$ cat src/rtl/beat_interval_meter.sv
// -----------------------------------------------------------------------------
// beat_interval_meter
//
// Turns raw peak flags into validated heartbeats, blanks a refractory window
// after each accepted beat, measures the inter-beat interval (IBI) in sample
// ticks, keeps a 4-beat running average and flags loss of signal on timeout.
//
// Ports:
//   clk        in   system clock
//   rst        in   asynchronous active-high reset
//   peak       in   peak flag (level or pulse), synchronous to clk
//   clr        in   synchronous soft clear, same effect as rst
//   beat       out  one-cycle pulse per accepted beat
//   ibi        out  last measured interval in ticks (holds)
//   ibi_valid  out  one-cycle pulse, coincident with beat, when ibi updates
//   ibi_avg    out  (sum of last 4 intervals) >> 2
//   avg_valid  out  high once 4 intervals collected since IDLE
//   lost       out  high after a timeout, cleared by the next accepted beat
//   beat_cnt   out  accepted-beat counter, wraps 255 -> 0
//   state_dbg  out  current FSM state (IDLE=0, REFRACT=1, LISTEN=2)
//
// Output protocol: there is no backpressure. beat and ibi_valid are single
// cycle strobes that appear in the cycle after the clock edge that sampled
// the rising edge of peak; ibi, ibi_avg, avg_valid and lost are levels that
// are stable whenever a strobe is high and hold until the next update.
// -----------------------------------------------------------------------------
module beat_interval_meter #(
   parameter int TICK_DIV = 1000,
   parameter int IBI_W    = 12,
   parameter int REFRACT  = 50,
   parameter int TIMEOUT  = 3000
) (
   input  logic             clk,
   input  logic             rst,
   input  logic             peak,
   input  logic             clr,
   output logic             beat,
   output logic [IBI_W-1:0] ibi,
   output logic             ibi_valid,
   output logic [IBI_W-1:0] ibi_avg,
   output logic             avg_valid,
   output logic             lost,
   output logic [7:0]       beat_cnt,
   output logic [1:0]       state_dbg
);

   localparam int DIV_W = (TICK_DIV > 1) ? $clog2(TICK_DIV) : 1;
   localparam int REF_W = $clog2(REFRACT + 1);
   localparam int SUM_W = IBI_W + 2;

   localparam logic [1:0] ST_IDLE    = 2'd0;
   localparam logic [1:0] ST_REFRACT = 2'd1;
   localparam logic [1:0] ST_LISTEN  = 2'd2;

   localparam logic [DIV_W-1:0] DIV_LAST    = DIV_W'(TICK_DIV - 1);
   localparam logic [REF_W-1:0] REF_LAST_M1 = REF_W'(REFRACT - 1);
   localparam logic [IBI_W-1:0] CNT_MAX     = '1;
   localparam logic [IBI_W-1:0] TIMEOUT_C   = IBI_W'(TIMEOUT);

   logic [1:0]            state_q, state_d;
   logic                  peak_q, peak_d;
   logic [DIV_W-1:0]      div_q, div_d;
   logic [IBI_W-1:0]      ibi_cnt_q, ibi_cnt_d;
   logic [REF_W-1:0]      ref_cnt_q, ref_cnt_d;
   logic [3:0][IBI_W-1:0] win_q, win_d;
   logic [2:0]            fill_q, fill_d;
   logic [SUM_W-1:0]      sum_q, sum_d;
   logic                  beat_q, beat_d;
   logic [IBI_W-1:0]      ibi_q, ibi_d;
   logic                  ibi_valid_q, ibi_valid_d;
   logic [IBI_W-1:0]      ibi_avg_q, ibi_avg_d;
   logic                  avg_valid_q, avg_valid_d;
   logic                  lost_q, lost_d;
   logic [7:0]            beat_cnt_q, beat_cnt_d;

   logic                  rise;
   logic                  tick;
   logic [IBI_W-1:0]      cnt_inc;
   logic [SUM_W-1:0]      sum_push;

   always_comb begin
      rise    = peak & ~peak_q;
      tick    = (div_q == DIV_LAST);
      cnt_inc = (ibi_cnt_q == CNT_MAX) ? ibi_cnt_q : ibi_cnt_q + 1'b1;
      // Running window sum: add the entry being pushed, drop the one falling
      // out of the oldest slot. Empty slots hold 0, so this stays exact.
      sum_push = sum_q + {2'b00, ibi_cnt_q} - {2'b00, win_q[3]};

      state_d     = state_q;
      peak_d      = peak;
      div_d       = tick ? '0 : div_q + 1'b1;
      ibi_cnt_d   = ibi_cnt_q;
      ref_cnt_d   = ref_cnt_q;
      win_d       = win_q;
      fill_d      = fill_q;
      sum_d       = sum_q;
      beat_d      = 1'b0;
      ibi_d       = ibi_q;
      ibi_valid_d = 1'b0;
      ibi_avg_d   = ibi_avg_q;
      avg_valid_d = avg_valid_q;
      lost_d      = lost_q;
      beat_cnt_d  = beat_cnt_q;

      case (state_q)
         ST_IDLE: begin
            ibi_cnt_d = '0;
            if (rise) begin
               beat_d     = 1'b1;
               beat_cnt_d = beat_cnt_q + 1'b1;
               lost_d     = 1'b0;
               ref_cnt_d  = '0;
               state_d    = ST_REFRACT;
            end
         end
         ST_REFRACT: begin
            // Peak edges are blanked here; only time advances.
            if (tick) begin
               ibi_cnt_d = cnt_inc;
               ref_cnt_d = ref_cnt_q + 1'b1;
               if (ref_cnt_q == REF_LAST_M1) begin
                  state_d = ST_LISTEN;
               end
            end
         end
         ST_LISTEN: begin
            // A rise takes priority over both the tick and the timeout, so
            // ibi captures the count as it stood before this edge.
            if (rise) begin
               beat_d      = 1'b1;
               ibi_valid_d = 1'b1;
               ibi_d       = ibi_cnt_q;
               win_d       = {win_q[2:0], ibi_cnt_q};
               sum_d       = sum_push;
               ibi_avg_d   = sum_push[SUM_W-1:2];
               fill_d      = (fill_q == 3'd4) ? 3'd4 : fill_q + 1'b1;
               avg_valid_d = (fill_q >= 3'd3);
               ibi_cnt_d   = '0;
               ref_cnt_d   = '0;
               beat_cnt_d  = beat_cnt_q + 1'b1;
               state_d     = ST_REFRACT;
            end else if (ibi_cnt_q >= TIMEOUT_C) begin
               lost_d      = 1'b1;
               win_d       = '0;
               sum_d       = '0;
               fill_d      = '0;
               avg_valid_d = 1'b0;
               ibi_avg_d   = '0;
               ibi_cnt_d   = '0;
               state_d     = ST_IDLE;
            end else if (tick) begin
               ibi_cnt_d = cnt_inc;
            end
         end
         default: begin
            state_d   = ST_IDLE;
            ibi_cnt_d = '0;
         end
      endcase

      // Soft clear overrides everything computed above, including a
      // same-cycle rise.
      if (clr) begin
         state_d     = ST_IDLE;
         peak_d      = 1'b0;
         div_d       = '0;
         ibi_cnt_d   = '0;
         ref_cnt_d   = '0;
         win_d       = '0;
         fill_d      = '0;
         sum_d       = '0;
         beat_d      = 1'b0;
         ibi_d       = '0;
         ibi_valid_d = 1'b0;
         ibi_avg_d   = '0;
         avg_valid_d = 1'b0;
         lost_d      = 1'b0;
         beat_cnt_d  = '0;
      end
   end

   always_ff @(posedge clk or posedge rst) begin
      if (rst) begin
         state_q     <= ST_IDLE;
         peak_q      <= 1'b0;
         div_q       <= '0;
         ibi_cnt_q   <= '0;
         ref_cnt_q   <= '0;
         win_q       <= '0;
         fill_q      <= '0;
         sum_q       <= '0;
         beat_q      <= 1'b0;
         ibi_q       <= '0;
         ibi_valid_q <= 1'b0;
         ibi_avg_q   <= '0;
         avg_valid_q <= 1'b0;
         lost_q      <= 1'b0;
         beat_cnt_q  <= '0;
      end else begin
         state_q     <= state_d;
         peak_q      <= peak_d;
         div_q       <= div_d;
         ibi_cnt_q   <= ibi_cnt_d;
         ref_cnt_q   <= ref_cnt_d;
         win_q       <= win_d;
         fill_q      <= fill_d;
         sum_q       <= sum_d;
         beat_q      <= beat_d;
         ibi_q       <= ibi_d;
         ibi_valid_q <= ibi_valid_d;
         ibi_avg_q   <= ibi_avg_d;
         avg_valid_q <= avg_valid_d;
         lost_q      <= lost_d;
         beat_cnt_q  <= beat_cnt_d;
      end
   end

   assign beat      = beat_q;
   assign ibi       = ibi_q;
   assign ibi_valid = ibi_valid_q;
   assign ibi_avg   = ibi_avg_q;
   assign avg_valid = avg_valid_q;
   assign lost      = lost_q;
   assign beat_cnt  = beat_cnt_q;
   assign state_dbg = state_q;

endmodule

$ cat config.mk
export PLATFORM = sky130hd
export DESIGN_NAME = beat_interval_meter
export DESIGN_NICKNAME = d
export VERILOG_FILES = /design/src/rtl/beat_interval_meter.sv
export SDC_FILE = /design/constraint.sdc
export NUM_CORES = 1
export LEC_CHECK = 0
export BUFFER_PORTS_ARGS = -buffer_cell sky130_fd_sc_hd__buf_2
export CORE_ASPECT_RATIO = 1.5
export CORE_MARGIN = 2
export CORE_UTILIZATION = 55
export DETAILED_ROUTE_END_ITERATION = 7
export PLACE_DENSITY = 0.74
export SETUP_SLACK_MARGIN = 0.5
export SLEW_MARGIN = 20
export SYNTH_ARGS = -nofsm -noshare
export SYNTH_HDL_FRONTEND = slang
export SYNTH_SLANG_ARGS = --single-unit
$ cat constraint.sdc
create_clock -name clk -period 4.55 [get_ports clk]
set_input_delay 0.91 -clock clk [delete_from_list [all_inputs] [get_ports clk]]
set_output_delay 0.91 -clock clk [all_outputs]
set_load 0.02 [all_outputs]
# [After elaboration in Yosys (flattened, before gate mapping)]
# Index checks and enable logic that the tools add are counted.
[totals] mem_bits_ro=0 register_bits=132 out_inout_bits=38 mem_bits_rw=0 latchBits=0 memories=0 wordCells=113
[classes] reduce_logical=14 n_shift=0 eq_ne=13 n_addsub=7 n_bitwise=2 magnitude_cmp=2 muxes=57 div_mod_pow=0 multipliers=0
[op_table] operator="48-bit two-way mux" count=4
[op_table] operator="12-bit two-way mux" count=12
[op_table] operator="14-bit two-way mux" count=4
[op_table] operator="8-bit two-way mux" count=3
[op_table] operator="12-bit one-hot mux with 2 select lines" count=1
[op_table] operator="10-bit two-way mux" count=2
[op_table] operator="6-bit two-way mux" count=3
[op_table] operator="3-bit two-way mux" count=5
[op_table] operator="3-bit != test, second input constant" count=5
[op_table] operator="14-bit by 12-bit adder with 14-bit output" count=1
[op_table] operator="1-bit two-way mux" count=14
[op_table] operator="14-bit by 12-bit subtractor with 14-bit output" count=1
[op_table] operator="12-bit by 1-bit adder with 12-bit output, second input constant" count=1
[op_table] operator="12-bit equality test, second input constant" count=1
[op_table] operator="12-bit greater-or-equal comparator, second input constant" count=1
[op_table] operator="2-bit two-way mux" count=6
[op_table] operator="6-bit one-hot mux with 2 select lines" count=1
[op_table] operator="10-bit by 1-bit adder with 10-bit output, second input constant" count=1
[op_table] operator="10-bit equality test, second input constant" count=1
[op_table] operator="3-bit nonzero test" count=3
[op_table] operator="8-bit by 1-bit adder with 8-bit output, second input constant" count=1
[op_table] operator="4-bit AND reduction" count=2
[op_table] operator="6-bit by 1-bit adder with 6-bit output, second input constant" count=1
[op_table] operator="6-bit equality test, second input constant" count=1
[op_table] operator="16 further kinds" count=20

# [Longest topological paths before layout]
# Gate-level depths: netlist of run 1.
[logic_depth] ltp_word=7 ltp_mapped=12 depth_no_buf=12

# [Worst setup path before layout of run 1]
# Ideal clock, no wire load.
[synth_timing] path_type="reg-to-reg" start="register ibi_cnt_q[1]" end="register sum_q[10]" t_arrival_ns=2.844 path_stages_with_launch=12 synth_period_minus_slack_ns=2.978 slack_ns=1.572 t_required_ns=4.416 setup_ns=0.134 path_cell_list="dfrtp_1 inv_1 fa_1 inv_1 fa_1 a21o_1 a21o_1 a2111o_1 a31oi_1 o21ai_0 xnor2_1 o21ai_0"
[synth_via] elab_chain_cells=5
[synth_lines] element="start, declared" line="63" rtl="logic [IBI_W-1:0] ibi_cnt_q, ibi_cnt_d;"
[synth_lines] element="start signal, assigned" line="203" rtl="ibi_cnt_q <= ibi_cnt_d;"
[synth_lines] element="14-bit by 12-bit adder with 14-bit output" line="87" rtl="sum_push = sum_q + {2'b00, ibi_cnt_q} - {2'b00, win_q[3]};"
[synth_lines] element="14-bit by 12-bit subtractor with 14-bit output" line="87"
[synth_lines] element="14-bit two-way mux" line="129" rtl="if (rise) begin"
[synth_lines] element="14-bit two-way mux" line="105" rtl="case (state_q)"
[synth_lines] element="14-bit two-way mux" line="163" rtl="if (clr) begin"
[synth_lines] element="end signal, assigned" line="207" rtl="sum_q <= sum_d;"
[synth_lines] element="end, declared" line="67" rtl="logic [SUM_W-1:0] sum_q, sum_d;"
# Several ways; a longest one is shown, not always the timed one. The select of a mux whose other input is x is not followed.
# A chain may end at the register's enable or synchronous reset.

# [Worst setup path in the final report of run 1]
[layout_timing] start="register ibi_cnt_q[1]" end="register sum_q[13]"
# Same word-level chain as after synthesis.

==> results of run 1 <==
through the flow:
step	setup slack, ns	hold WS (ns)
floorplan	1.572	0.4460
global placement	1.363	0.4629
detailed placement	1.298	0.4688
CTS	1.244	0.4824
global route	1.028	0.5143
finish	1.234	0.4783
cell families after synthesis:
kind of cell               synth area share [%]
and+or+nand+nor                           12.72
AOI/OAI and AO/OA                         15.55
DFF                                       49.90
buffers and inverters                     7.027
xor gates and xnor gates                  4.657
adders and majority gates                 9.813
muxes                                    0.3327
cell type report:
type	count	area share (%)
Clock buffer	21	6.721
Inverter	63	3.507
Clock inverter	11	1.790
Multi-Input combinational cell	378	37.86
Tap cell	144	2.630
Sequential cell	120	43.84
Timing Repair Buffer	47	3.653
Yosys cell counts, types with 2 or more instances:
master / count / area [µm²]
a211oi_1: 2 / 15.01
xnor2_1: 16 / 140.1
inv_1: 62 / 232.7
buf_4: 12 / 90.09
a22o_1: 38 / 332.8
fa_1: 12 / 240.2
ha_1: 28 / 350.3
a21oi_1: 18 / 90.09
nor3_1: 5 / 25.02
o31ai_1: 4 / 30.03
buf_2: 5 / 25.02
nand3_1: 14 / 70.07
xor2_1: 16 / 140.1
a2111oi_0: 2 / 17.52
nand4b_1: 2 / 17.52
o211ai_1: 2 / 15.01
clkbuf_1: 14 / 52.55
a31oi_1: 5 / 31.28
a21oi_2: 2 / 17.52
mux2i_1: 2 / 20.02
dfrtp_1: 120 / 3003
and3_1: 5 / 31.28
nand4_1: 8 / 50.05
nand2b_1: 4 / 25.02
nor2_1: 39 / 146.4
nor2b_1: 4 / 25.02
o21ai_0: 53 / 265.3
buf_1: 2 / 7.510
or3_1: 7 / 43.79
a21o_1: 7 / 52.55
nand2_1: 65 / 244.0
where the power goes:
group          leakage (µW)  switching (µW)  internal (µW)
Combinational       0.00135             155           68.5
Clock              0.000275             486            834
Sequential          0.00167            22.5           1090
worst min-delay path: stages, from the launching register on:
cell,delay (ns)
dfrtp_1,0.33
nand2_1,0.05
o21ai_0,0.06
worst max-delay path by stage:
| stage | startpoint | to | slack, ns | cells after the start |
|---|---|---|---|---|
| 3_3_place_gp | ibi_cnt_q[1]$_DFF_PP0_ | sum_q[10]$_DFFE_PP0P_ | 1.36 | 11 |
| 6_report | ibi_cnt_q[1]$_DFF_PP0_ | sum_q[13]$_DFFE_PP0P_ | 1.23 | 11 |
| 4_1_cts | ibi_cnt_q[1]$_DFF_PP0_ | sum_q[10]$_DFFE_PP0P_ | 1.24 | 11 |
| 2_1_floorplan | ibi_cnt_q[1]$_DFF_PP0_ | sum_q[10]$_DFFE_PP0P_ | 1.57 | 11 |
| 5_1_grt | ibi_cnt_q[1]$_DFF_PP0_ | sum_q[10]$_DFFE_PP0P_ | 1.03 | 11 |
| 3_5_place_dp | ibi_cnt_q[1]$_DFF_PP0_ | sum_q[10]$_DFFE_PP0P_ | 1.30 | 11 |
routing by layer:
| metal | part of all wire, % | vias to the layer above | GRT usage, % | wire (µm) |
|---|---|---|---|---|
| met1 | 42 | 2182 | 29.22 | 5196 |
| met5 | 0 | - | 0 | 0 |
| met2 | 53 | 86 | 38.07 | 6453 |
| met3 | 3.3 | 16 | 6.074 | 410 |
| li1 | - | 2067 | - | - |
| met4 | 1.7 | 0 | 7.960 | 214 |
registers in the layout (all words and copies together) (netlist names):
signal,cells
win_q,48
sum_q,14
ibi,12
ibi_cnt_q,12
div_q,10
beat_cnt,8
ref_cnt_q,6
fill_q,3
state_dbg,2
avg_valid,1
beat,1
ibi_valid,1
lost,1
peak_q,1
==> metrics, run 1 <==
multi-input logic area=2594 µm²; maximum vdd drop=0.2509 mV; Post-CTS Hold Fix Bufs=0; crit path time final=3.316 ns; final core utilization=64.34%; syn avg cell area=10.11 µm²; CP top delay family=compound AO/OA/AOI/OAI gates; outcome=complete, no violations; cts repair resizes=0; drt first pass iters=4; R2R setup slack=1.23 ns; pin count of the biggest net entering global routing=53; number of global-route vias before repair=4,532; Port Buf Inserts=41; chip height=132.1 µm; setup violators final=0; P_leak=0.003299 µW; FP Rows=46; clock sinks=120; worst relative slew slack=34.73%; Max H-tree Level=4; Post-synth top flop=dfrtp_1; # Post-CTS Setup Buffers=0; post-DP HPWL=8259 µm; Crit. End Element=register; reg2reg end=sum_q[13]$_DFFE_PP0P_; Syn Nets=639; Die X=89.41 µm; I/O Pins=42; worst hold-check path type=register to register; Max stage delay on crit path=0.81 ns; Most common cell on crit path=inv_1; Worst path slowest cell=a2111oi_0; initial DRC count=256; via count=4,351; die area=11,810 µm²; GRT Total Usage=23.14%; Slew @ Worst Pin=0.9791 ns; number of remaining DRC errors=0; part of the cycle the worst path needs=72.88%; Max Buffers Root-to-Sink=2; Crit path arrival time=3.64 ns; DR vias/cell=5.550; Initial Utilization=56.52%; antenna cells=0; Synth Cell Area=6018 µm²; synthesis-to-layout area growth=13.83%; number of CTS-inserted buffers=17; CP max FO=4; gpl congestion=0.8667; max_cap viols=0; post-route cell area=6850 µm²; final-layout fill cell count=829; Final nets=671; hold path depth=2; final setup skew=0.004548 ns; reg2reg start=ibi_cnt_q[1]$_DFF_PP0_; Synthesis Warnings=0; synthesized flop and latch total=120; CTS tree=done; antenna viol nets, final=0; CP Buf/Inv Count=2; unrepaired setup endpoints after global routing=false; insertion delay to the later sink of the worst-skew pair=0.41 ns; total grt overflow=0; DR WL/cell=15.66 µm; Max Freq=301.6 MHz; Max Slew Vio Count=0; Power Dens Cells=387.2 nW/µm²; core area=10,650 µm²; CP Launch Type=register; commonest non-fill, non-tap cell in the layout=dfrtp_1; commonest non-fill, non-tap cells in the layout=dfrtp_1, nand2_1, inv_1; FF/Latch Area=3003 µm²; kind of critical path=register to register; number of synthesized flops with an enable pin=0; Final Power=2653 µW; CTS Root Cell=clkbuf_16; Hold Vio Cnt, Final=0; antenna violations before repair=0; Area after DPL=6267 µm²; layout cell share with drive strength beyond 1=14.06%; final wirelength=12,270 µm; Critical Path RT=4.87 ns; Synth async-reset ratio=100.0%; critical path, cell by cell=inv_1 > fa_1 > inv_1 > ha_1 > a21oi_1 > nand4b_1 > a2111oi_0 > or2_2 > o211ai_1 > or3_1 > o21ai_0; hold_sp=ibi[8]$_DFFE_PP0P_; total negative slack=0 ns; Finished Layout Cells=784; r2r worst-path depth=11; global-route wire length before repair=21,210 µm; Seq/Total Area, Yosys=49.90%; worst hold endpoint=ibi[8]$_DFFE_PP0P_; Post-Syn Instances=595; Distinct cells, synth=51; Worst-path clk slew=0.06 ns; Placed Instances=752
(Power assumes the default switching activity.)
==> inputs of run 2 (changes only) <==
PLACE_DENSITY = 0.77   (was 0.74)
clock period = 3.01 ns   (was 4.55 ns; I/O delays follow)
==> run 2 against run 1 <==
Via count rose by 2.4%. Critical path depth did not move. Largest power group unchanged. Sequential power rose by 51%. Register-to-register slack got worse by 1.1 ns. Non-clock buffer count rose by 18. Total power rose by 56%. Utilization rose by 3.5 points. Design area rose by 5.5%. Fmax rose by 17%. Global-route usage rose by 1.5 points. First-iteration DRC count rose by 21%. Wire length rose by 9.0%.
==> metrics, run 2 (same netlist as run 1, synthesis figures left out) <==
final setup skew=0.007020 ns; Slew @ Worst Pin=0.7847 ns; CTS tree=done; total grt overflow=0; FP Rows=46; drt first pass iters=5; die area=11,810 µm²; chip height=132.1 µm; sequential power share=40.7%; setup ws final=0.1670 ns; kind of critical path=register to register; outcome=complete, no violations; Max Slew Vio Count=0; number of remaining DRC errors=0; via count=4,454; commonest non-fill, non-tap cells in the layout=dfrtp_1, nand2_1, inv_1; antenna viol nets, final=0; M3 GR Usage=5.260%; antenna cells=0; post-DP HPWL=8469 µm; insertion delay to the later sink of the worst-skew pair=0.41 ns; final wirelength=13,380 µm; met2 Use GR=39.96%; crit path time final=2.843 ns; Psw=972.9 µW; CTS Root Cell=clkbuf_16; initial DRC count=309; I/O Pins=42; DR vias/cell=5.561; synthesis-to-layout area growth=20.06%; core area=10,650 µm²; Port Buf Inserts=41; WHS=0.3211 ns; Worst-path clk slew=0.05 ns; global-route wire length before repair=22,290 µm; unrepaired setup endpoints after global routing=true; Clock power frac=50.7%; final core utilization=67.86%; Post-CTS Hold Fix Bufs=0; maximum vdd drop=0.3996 mV; busiest layer in global routing=met2; M1 GR Usage=31.71%; R2R setup slack=0.17 ns; setup violators final=0; Crit path arrival time=3.12 ns; final-layout fill cell count=786; worst relative slew slack=47.58%; Max H-tree Level=4; number of flip-flops in the largest register=48; worst hold-check path type=input pin to asynchronous set/reset pin; Power Dens Cells=571.6 nW/µm²; sw frac=23.56%; part of the cycle the worst path needs=94.45%; antenna violations before repair=0; Max Buffers Root-to-Sink=2; number of global-route vias before repair=4,575; number of CTS-inserted buffers=17; layout cell share with drive strength beyond 1=21.16%; P_leak=0.003458 µW; Final nets=689; reg2reg start=sum_q[1]$_DFFE_PP0P_; clock sinks=120; DR WL/cell=16.70 µm; biggest regs=win_q (48), sum_q (14); max_cap viols=0; reg2reg end=sum_q[12]$_DFFE_PP0P_; pre-CTS setup slack=0.1153 ns; multi-input logic area=2763 µm²; commonest non-fill, non-tap cell in the layout=dfrtp_1; GRT Total Usage=24.62%; Critical Path RT=3.29 ns; pin count of the biggest net entering global routing=50; Crit. End Element=register; Biggest register=win_q; CP max FO=3; Hold Vio Cnt, Final=0; Die X=89.41 µm; total negative slack=0 ns; r2r worst-path depth=11; Int Power=3158 µW; Max Freq=351.7 MHz; gpl congestion=0.8227; CP Launch Type=register; FF/Latch Area=3004 µm²; Initial Utilization=56.52%; Comb pwr share=8.6%
-- run 2: layout make-up --
cell class	instances	area share [%]
flip-flops and latches	120	41.58
multi-input cells	378	38.23
clock buffers	23	6.892
repair buffers	65	5.853
inverters	63	3.325
well taps	144	2.494
clock inverters	8	1.628
-- run 2: per-layer routing --
| metal | vias to the layer above | wire length, µm | part of all wire, % |
|---|---|---|---|
| li1 | 2100 | - | - |
| met3 | 25 | 398 | 3.0 |
| met5 | - | 0 | 0 |
| met1 | 2234 | 5684 | 42 |
| met4 | 0 | 323 | 2.4 |
| met2 | 95 | 6970 | 52 |
-- run 2: worst max-delay path, stage by stage (launching register included) --
cell	delay [ns]
dfrtp_1	0.37
inv_2	0.05
fa_1	0.54
inv_2	0.05
fa_2	0.33
a21o_1	0.16
a21o_1	0.19
a2111o_1	0.41
a31oi_4	0.25
o31ai_2	0.09
xnor2_1	0.17
o21ai_1	0.09
-- run 2: per-stage QoR --
step	area, µm²	total power (µW)	instances
2_1_floorplan	6073	1958	595
3_3_place_gp	6401	2040	758
3_5_place_dp	6401	2056	758
4_1_cts	7176	4163	798
5_1_grt	7226	4285	801
6_report	7226	4130	801
-- run 2: what timing repair did --
item,CTS,global route
gates resized for setup,20,9
cloned,0,0
endpoints found under the setup margin,7,8
setup buffers,9,3
pin swaps,5,5
-- run 2: worst max path at each step --
stage	from	end	slack, ns	cells past startpoint
5_1_grt	sum_q[1]$_DFFE_PP0P_	sum_q[12]$_DFFE_PP0P_	0.06	11
2_1_floorplan	ibi_cnt_q[1]$_DFF_PP0_	sum_q[10]$_DFFE_PP0P_	0.33	11
4_1_cts	ibi_cnt_q[10]$_DFF_PP0_	sum_q[13]$_DFFE_PP0P_	0.21	11
3_3_place_gp	ibi_cnt_q[1]$_DFF_PP0_	sum_q[10]$_DFFE_PP0P_	0.20	11
3_5_place_dp	ibi_cnt_q[1]$_DFF_PP0_	sum_q[12]$_DFFE_PP0P_	0.12	11
6_report	sum_q[1]$_DFFE_PP0P_	sum_q[12]$_DFFE_PP0P_	0.17	11
-- run 2: power by group through the flow --
| stage | clock network [µW] | registers (µW) | logic, µW |
|---|---|---|---|
| 2_1_floorplan | 0 | 1720 | 238 |
| 3_3_place_gp | 0 | 1700 | 338 |
| 3_5_place_dp | 0 | 1700 | 352 |
| 4_1_cts | 2130 | 1680 | 359 |
| 5_1_grt | 2200 | 1680 | 403 |
| 6_report | 2090 | 1680 | 356 |
==> inputs of run 3 (changes only) <==
ABC_AREA = 1   (was not set)
PLACE_DENSITY = 0.76   (was 0.77)
==> run 3 against run 2 <==
Flip-flop and latch count did not move. Clock skew fell by 0.00091 ns. Highest routed layer unchanged. Count of clock-buffer cells in the layout fell by 5. Fmax rose by 22%. Combinational power rose by 50%. Register-to-register slack improved by 0.51 ns. Area after synthesis rose by 7.7%. Via count rose by 17%. Largest power group unchanged.
==> metrics, run 3 <==
Power Dens Cells=565.8 nW/µm²; total grt overflow=0; Hold Vio Cnt, Final=0; Synth top cells by count=nand2_1, dfrtp_1, inv_1; WHS=0.3284 ns; synthesis-to-layout area growth=13.97%; most frequent cell after synthesis=nand2_1; r2r worst-path depth=10; Seq/Total Area, Yosys=46.32%; Critical Path RT=3.31 ns; max_cap viols=0; syn avg cell area=8.043 µm²; number of flip-flops in the largest register=48; drt first pass iters=5; insertion delay to the later sink of the worst-skew pair=0.42 ns; number of CTS-inserted buffers=17; die area=12,690 µm²; top cell type's share of synthesized area=46.32%; number of global-route vias before repair=5,091; number of synthesized flops with an enable pin=0; Distinct cells, synth=36; DR WL/cell=13.54 µm; outcome=complete, no violations; Setup crit start=ibi_cnt_q[1]$_DFF_PP0_; Comb pwr share=12.8%; FP Rows=48; Clock power frac=46.7%; clock sinks=120; unrepaired setup endpoints after global routing=false; via count=5,230; Psw=1224 µW; sequential power share=40.6%; CP max FO=4; final wirelength=13,680 µm; CP Launch Type=register; Max Buffers Root-to-Sink=2; GRT Total Usage=23.76%; CTS tree=done; Syn Nets=850; Port Buf Inserts=41; Final nets=891; Int Power=2956 µW; worst hold-check path type=input pin to asynchronous set/reset pin; part of the cycle the worst path needs=77.62%; Slew @ Worst Pin=0.7875 ns; Synth Cell Area=6482 µm²; synthesized flop and latch total=120; maximum vdd drop=0.4723 mV; Crit path arrival time=2.64 ns; reg2reg end=sum_q[12]$_DFFE_PP0P_; antenna viol nets, final=0; Max H-tree Level=4; commonest non-fill, non-tap cell in the layout=nand2_1; post-DP HPWL=9350 µm; final setup skew=0.006110 ns; worst relative slew slack=47.39%; P_leak=0.003951 µW; Post-Syn Instances=806; biggest regs=win_q (48), sum_q (14); reg2reg start=ibi_cnt_q[1]$_DFF_PP0_; initial DRC count=278; CTS Root Cell=clkbuf_16; chip height=137.0 µm; layout cell share with drive strength beyond 1=12.44%; Post-synth top flop=dfrtp_1; gpl congestion=0.9197; total negative slack=0 ns; number of remaining DRC errors=0; Synth async-reset ratio=100.0%; sw frac=29.28%; Biggest register=win_q; synth top area cells=dfrtp_1, nand2_1, inv_1, ha_1, fa_1; pin count of the biggest net entering global routing=67; R2R setup slack=0.67 ns; core area=11,530 µm²; Crit. End Element=register; setup violators final=0; kind of critical path=register to register; I/O Pins=42; Max Freq=428.0 MHz; Max Slew Vio Count=0; final-layout fill cell count=1,033; crit path time final=2.336 ns; antenna cells=0; Die X=92.64 µm; antenna violations before repair=0; DR vias/cell=5.178; global-route wire length before repair=23,690 µm; commonest non-fill, non-tap cells in the layout=nand2_1, dfrtp_1, inv_1; Synthesis Warnings=0; leading area contributor after synthesis=dfrtp_1; CP endpoint=sum_q[12]$_DFFE_PP0P_; Worst-path clk slew=0.06 ns; Initial Utilization=56.22%
-- run 3: cell types whose count changed in the layout (fill, tap and decap cells not counted), sizes merged, moves of 14 or more --
cell,change
o22ai,+15
nand3,+25
o21ai,-14
nor2,+18
inv,+67
a22o,-37
nand2,+209
buf,-14
-- run 3: cells by family after synthesis --
family / synth area share [%]
simple gates: 25.01
fa+ha+maj: 9.110
xor+xnor: 2.297
buf+inv: 10.29
flops: 46.32
compound gates: 6.968
-- run 3: what timing repair did --
| item | CTS | global route |
|---|---|---|
| endpoints found under the hold margin | 0 | 0 |
| resized for setup | 0 | 5 |
| endpoints found under the setup margin | 0 | 5 |
| hold buffers | 0 | 0 |
| buffers inserted | 0 | 3 |
-- run 3: layout make-up --
type	instances	area [µm²]	area share [%]
multi-input cells	533	2839	38.43
clock buffers	18	429.2	5.809
clock inverters	14	142.6	1.931
flip-flops and latches	120	3003	40.64
well taps	150	187.7	2.540
inverters	124	469.2	6.351
repair buffers	51	317.8	4.301
-- run 3: worst min path at each step --
stage | to | slack, ns | cells past startpoint
CTS | win_q[1]$_DFFE_PP0P_ | 0.35 | 2
detailed placement | div_q[0]$_DFF_PP0_ | 0.46 | 1
floorplan | div_q[0]$_DFF_PP0_ | 0.43 | 1
global route | ibi_cnt_q[5]$_DFF_PP0_ | 0.38 | 2
global placement | div_q[0]$_DFF_PP0_ | 0.45 | 1
finish | ibi_cnt_q[5]$_DFF_PP0_ | 0.33 | 2
-- run 3: per-stage QoR --
step	power, µW	worst slack [ns]	instance area (µm²)	util, %	cells
final	4180	0.6737	7388	64.07	1010
after global routing	4374	0.5079	7388	64.07	1010
after CTS	4207	0.6504	7352	63.76	1007
after detailed placement	2257	0.6969	6780	58.80	975
after global placement	2250	0.7516	6780	58.80	975
after floorplan	2127	0.8536	6486	-	806
-- run 3: routing by layer --
layer / routed length (µm) / global-route usage, % / up-vias
li1: - / - / 2575
met5: 0 / 0 / -
met2: 7010 / 40.84 / 114
met3: 417 / 4.681 / 33
met4: 347 / 9.722 / 0
met1: 5902 / 29.41 / 2508
-- run 3: worst max-delay path, cell delays in order, from the launching register on --
cell and delay, ns:
dfrtp_1 0.38, inv_1 0.11, fa_1 0.54, inv_1 0.07, fa_1 0.47, nand3_1 0.13
nand2_1 0.13, nand3_1 0.13, nand4_1 0.11, nand3_1 0.11, nand2_1 0.05
-- run 3: power by group through the flow --
stage	registers, µW	clock network [µW]	logic (µW)
floorplan	1750	0	381
global placement	1720	0	527
detailed placement	1720	0	533
CTS	1700	1980	535
global route	1700	2050	619
finish	1700	1950	534
